===== src/rtl/screen_scanout.sv =====
// Video scanout: 640x480 raster timing with the 512x256 screen window centred in it.
// Screen words are fetched through a synchronous read port and shifted out LSB-first as pixels.
module screen_scanout #(
  parameter int H_VISIBLE = 640,
  parameter int H_FRONT   = 16,
  parameter int H_SYNC    = 96,
  parameter int H_BACK    = 48,
  parameter int V_VISIBLE = 480,
  parameter int V_FRONT   = 10,
  parameter int V_SYNC    = 2,
  parameter int V_BACK    = 33,
  parameter int X_OFF     = 64,
  parameter int Y_OFF     = 112,
  parameter int INVERT    = 1
) (
  input  logic        clk,
  input  logic        reset,
  input  logic        ce,
  output logic [12:0] vram_addr,
  output logic        vram_rd,
  input  logic [15:0] vram_data,
  output logic [9:0]  hpos,
  output logic [9:0]  vpos,
  output logic        hsync,
  output logic        vsync,
  output logic        hblank,
  output logic        vblank,
  output logic        r,
  output logic        g,
  output logic        b
);

  localparam int H_TOTAL = H_VISIBLE + H_FRONT + H_SYNC + H_BACK;
  localparam int V_TOTAL = V_VISIBLE + V_FRONT + V_SYNC + V_BACK;

  localparam logic [9:0] H_LAST  = 10'(H_TOTAL - 1);
  localparam logic [9:0] V_LAST  = 10'(V_TOTAL - 1);
  localparam logic [9:0] H_VIS   = 10'(H_VISIBLE);
  localparam logic [9:0] V_VIS   = 10'(V_VISIBLE);
  localparam logic [9:0] HS_LO   = 10'(H_VISIBLE + H_FRONT);
  localparam logic [9:0] HS_HI   = 10'(H_VISIBLE + H_FRONT + H_SYNC - 1);
  localparam logic [9:0] VS_LO   = 10'(V_VISIBLE + V_FRONT);
  localparam logic [9:0] VS_HI   = 10'(V_VISIBLE + V_FRONT + V_SYNC - 1);
  localparam logic [9:0] X_LO    = 10'(X_OFF);
  localparam logic [9:0] X_HI    = 10'(X_OFF + 512);
  localparam logic [9:0] Y_LO    = 10'(Y_OFF);
  localparam logic [9:0] FETCH_0 = 10'(X_OFF - 2);
  localparam logic [9:0] LOAD_0  = 10'(X_OFF - 1);
  localparam logic       INV     = (INVERT != 0);

  // Read port: vram_rd is a one-clk strobe qualified by ce; vram_addr stays put between
  // strobes, so vram_data (valid one clk later) remains valid for as long as ce is low.

  logic [12:0] addr_q;
  logic [15:0] shreg;
  logic [9:0]  wy;
  logic [9:0]  fx;
  logic [9:0]  lx;
  logic        in_win_x;
  logic        in_win_y;
  logic        fetch_hit;
  logic        load_hit;
  logic [12:0] fetch_addr;
  logic        hs_n;
  logic        vs_n;
  logic        pix;

  always_comb begin
    wy         = vpos - Y_LO;
    fx         = hpos - FETCH_0;
    lx         = hpos - LOAD_0;
    in_win_x   = (hpos >= X_LO) && (hpos < X_HI);
    in_win_y   = (vpos >= Y_LO) && (wy < 10'd256);
    fetch_hit  = in_win_y && (hpos >= FETCH_0) && (fx < 10'd512) && (fx[3:0] == 4'd0);
    load_hit   = in_win_y && (hpos >= LOAD_0) && (lx < 10'd512) && (lx[3:0] == 4'd0);
    fetch_addr = {wy[7:0], fx[8:4]};
    hs_n       = !((hpos >= HS_LO) && (hpos <= HS_HI));
    vs_n       = !((vpos >= VS_LO) && (vpos <= VS_HI));
    pix        = 1'b0;
    if ((hpos < H_VIS) && (vpos < V_VIS)) begin
      pix = (in_win_x && in_win_y) ? (shreg[0] ^ INV) : INV;
    end
  end

  assign vram_rd   = ce && !reset && fetch_hit;
  assign vram_addr = fetch_hit ? fetch_addr : addr_q;

  always_ff @(posedge clk) begin
    if (reset) begin
      hpos   <= '0;
      vpos   <= '0;
      hsync  <= 1'b1;
      vsync  <= 1'b1;
      hblank <= 1'b0;
      vblank <= 1'b0;
      r      <= 1'b0;
      g      <= 1'b0;
      b      <= 1'b0;
      shreg  <= '0;
      addr_q <= '0;
    end else if (ce) begin
      if (hpos == H_LAST) begin
        hpos <= '0;
        vpos <= (vpos == V_LAST) ? 10'd0 : vpos + 10'd1;
      end else begin
        hpos <= hpos + 10'd1;
      end
      // Registered decode describes the counters as they were before this edge.
      hsync  <= hs_n;
      vsync  <= vs_n;
      hblank <= (hpos >= H_VIS);
      vblank <= (vpos >= V_VIS);
      r      <= pix;
      g      <= pix;
      b      <= pix;
      // The load edge is also the last shift edge of the previous word; its bit 15 has
      // already reached shreg[0] and is consumed by pix above.
      shreg  <= load_hit ? vram_data : {1'b0, shreg[15:1]};
      if (fetch_hit) begin
        addr_q <= fetch_addr;
      end
    end
  end

endmodule


===== config.mk =====
export PLATFORM = sky130hd
export DESIGN_NAME = screen_scanout
export DESIGN_NICKNAME = d
export VERILOG_FILES = /design/src/rtl/screen_scanout.sv
export SDC_FILE = /design/constraint.sdc
export NUM_CORES = 1
export LEC_CHECK = 0
export ABC_AREA = 0
export CAP_MARGIN = 5
export CORE_ASPECT_RATIO = 1.25
export CORE_MARGIN = 3
export CORE_UTILIZATION = 60
export CTS_CLUSTER_SIZE = 20
export DETAILED_ROUTE_END_ITERATION = 12
export DONT_BUFFER_PORTS = 1
export GPL_TIMING_DRIVEN = 1
export PLACE_DENSITY = 0.81
export REMOVE_ABC_BUFFERS = 1
export SETUP_SLACK_MARGIN = 0.15
export SKIP_CTS_REPAIR_TIMING = 1
export SYNTH_ARGS = -nofsm -noshare
export SYNTH_HDL_FRONTEND = slang
export SYNTH_SLANG_ARGS = --single-unit

===== constraint.sdc =====
create_clock -name clk -period 3.4 [get_ports clk]
set_input_delay 0.51 -clock clk [delete_from_list [all_inputs] [get_ports clk]]
set_output_delay 0.51 -clock clk [all_outputs]
set_load 0.01 [all_outputs]

==> reports/results.tsv <==
metric	value	unit
antenna_cells	0	
area_growth	2.04	%
initial_utilization	62.4	%
wl_per_cell	16.4	um
syn_area_per_cell	8.58	um^2
ys_ff_latch	54	
path_cells	ha_2 > or3b_1 > o22a_1 > a211oi_4 > nand2_4 > mux2_1	
synthXorXnorAreaFrac	6.31	%
leakagePower	1.21	nW
synthTopCellsByCount	54 x dfxtp_1, 44 x nor2_1, 27 x nand2b_1	
clockBufferDepth	2	
yosysWarnings	0	
slowest_stage	mux2_1	
rows	29	
grt.overflow.total	0	
netlist_instances	372	
num-fill-cells	444	
finalNonFillerCells	413	
fin_nets	378	
fin_crit_sh	91.2	%
grt_max_degree	62	
dieArea	0.00623	mm^2
period_minus_slack	3100	ps
grt_pass1_vias	2355	
synth_top_family_by_area	simple AND/OR/NAND/NOR gates	
dp_hpwl	4.58	mm
rsz0062_at_grt	no	
irDropWorstVdd	0.205	mV
cts-buffers-inserted	5	
grt.total_usage	21.8	%
outcome	finished, final reports clean	
setup_violations	0	
synthAdderAreaFrac	3.53	%
clkSlewWorstSetupHoldPaths	100	ps
fp.dieH	87.5	um
yosysMostFrequentCell	dfxtp_1	
place_inst	405	
ant_nets	0	
ios	60	
antenna_found_initial	0	
synth_async_sr_flop_share	0	%
insertion_delay	310	ps
globalplace.congestion	0.882	
crit_arrival	2590	ps
worstSetupEndpointType	output port	
vias	2572	
crit_fanout	13	
setup-tns-final	0	ps
cp.required	2890	ps
via_per_inst	6.23	
grt_pass1_wl	11.1	mm
seq_area	0.00108	mm^2
fin_skew	8.05	ps
yosys.area_share.simple	25.6	%
post-route-util	63.6	%
ys_types	54	
cts-root-buf	clkbuf_8	
drv_slew	0	
core_area	0.00512	mm^2
synth_compound_area_share	13.7	%
port_buffers	0	
drv_cap	0	
cts.htree.levels	2	
route.final.wire_length	6.78	mm
worstSetupPathType	reg2out	
max_freq	0.323	GHz
drive_above_1_share	9.97	%
yosysTopAreaCellShare	33.9	%
synthMuxAreaShare	10.4	%
slowest_delay	420	ps
power_density	329	mW/mm^2
netlist_area	0.00319	mm^2
crit_path_start_kind	flip-flop	
fp.dieW	71.2	um
yosys-top-cells-area	dfxtp_1 34%, nand2b_1 5.3%, nor2_1 5.2%	
firstDrtPassIters	4	
ys.flop_type	dfxtp_1	
hp-class	in2reg	
maxSlewHeadroom	55.5	%
multi_input_area	0.00192	mm^2
drtIter0Drc	184	
cts_sinks	54	
ys_seq_area_share	33.9	%
synth_edf_count	0	
drcViolationCount	0	
yosysTopAreaCell	dfxtp_1	
worst_pin_slew	668	ps
cts_tree	done	
timing.final.hold_violations	0	
stage by stage:
stage                     area (um^2)  hold slack, ps  total power, W  setup slack [ps]
after global routing             3260             250         0.00112               193
after floorplan                  3020             449        0.000707               502
after global placement           3150             458        0.000713               562
after CTS                        3240             255         0.00108              81.2
final                            3260             260         0.00107               299
after detailed placement         3150             470        0.000716               459
cell type report:
cell class                      count  area share [%]
Tap cell                           62            2.38
Multi-Input combinational cell    272            58.8
Sequential cell                    54            33.2
Clock inverter                      1           0.154
Inverter                           10            1.15
Clock buffer                        7            2.65
Timing Repair Buffer                7            1.61
worst max-delay path, delay by kind of cell, from the launching register on:
family / cells / cell delay (ps)
AOI/OAI and AO/OA: 2 / 640
adders and majority gates: 1 / 270
muxes: 1 / 420
and+or+nand+nor: 2 / 590
DFF: 1 / 350
power by group:
group | internal (W) | switching, W
clock network | 0.000165 | 0.000206
registers | 0.000646 | 0.0000124
logic | 0.0000242 | 0.0000176
total | 0.000835 | 0.000236
cell usage in the layout (no fill, tap or decap), types with 3 or more instances in the layout:
cell      synthesis  layout
dfxtp_1          54      54
nor2_1           44      44
nand2b_1         27      27
nand4_1          22      22
nand2_1          18      18
a311oi_1         16      16
xor2_1           14      14
mux2i_1          14      14
inv_1            10      10
o21ai_0          10      10
nand3_1           9       9
xnor2_1           9       9
mux2_4            9       9
o21ai_1           8       8
ha_1              9       8
buf_4             5       7
nor3_1            6       6
clkbuf_8          0       6
and2_1            4       4
mux2_1            4       4
a21oi_1           4       4
and4_1            3       3
nand4b_1          3       3
and3_1            3       3
layer usage:
layer | vias to the layer above | share of wire (%) | GRT usage (%)
met5 | - | 0 | 0
met4 | 0 | 2.1 | 8.38
met3 | 13 | 7.9 | 5.97
met2 | 81 | 49 | 36.9
met1 | 1208 | 41 | 26.4
li1 | 1270 | - | -
state kept, by name (all words and copies together), names as in the netlist:
| name | cells |
|---|---|
| addr_q | 13 |
| b | 1 |
| hblank | 1 |
| hpos | 10 |
| hsync | 1 |
| shreg | 16 |
| vblank | 1 |
| vpos | 10 |
| vsync | 1 |
kinds of logic (layout without fill, tap and decap cells):
| group | count (synthesis) | count (layout) |
|---|---|---|
| AND/OR/NAND/NOR | 153 | 153 |
| AO/OA/AOI/OAI | 59 | 59 |
| flip-flops | 54 | 54 |
| buffers and inverters | 46 | 25 |
| multiplexers | 28 | 28 |
| XOR/XNOR | 23 | 23 |
| adder cells (fa/ha/maj) | 9 | 9 |
worst paths after layout:
| check | start | slack [ps] | end | depth (start not counted) |
|---|---|---|---|---|
| worst max-delay path | vpos[5]$_SDFFE_PP0P_ | 300 | vram_addr[8] | 6 |
| worst min-delay path | reset | 260 | hpos[4]$_SDFFE_PP0P_ | 1 |
| worst max register to register | vpos[5]$_SDFFE_PP0P_ | 930 | addr_q[8]$_SDFFE_PP0P_ | 7 |
| worst min register to register | addr_q[11]$_SDFFE_PP0P_ | 480 | addr_q[11]$_SDFFE_PP0P_ | 2 |
Note: power is estimated with default switching activity, not from simulation.
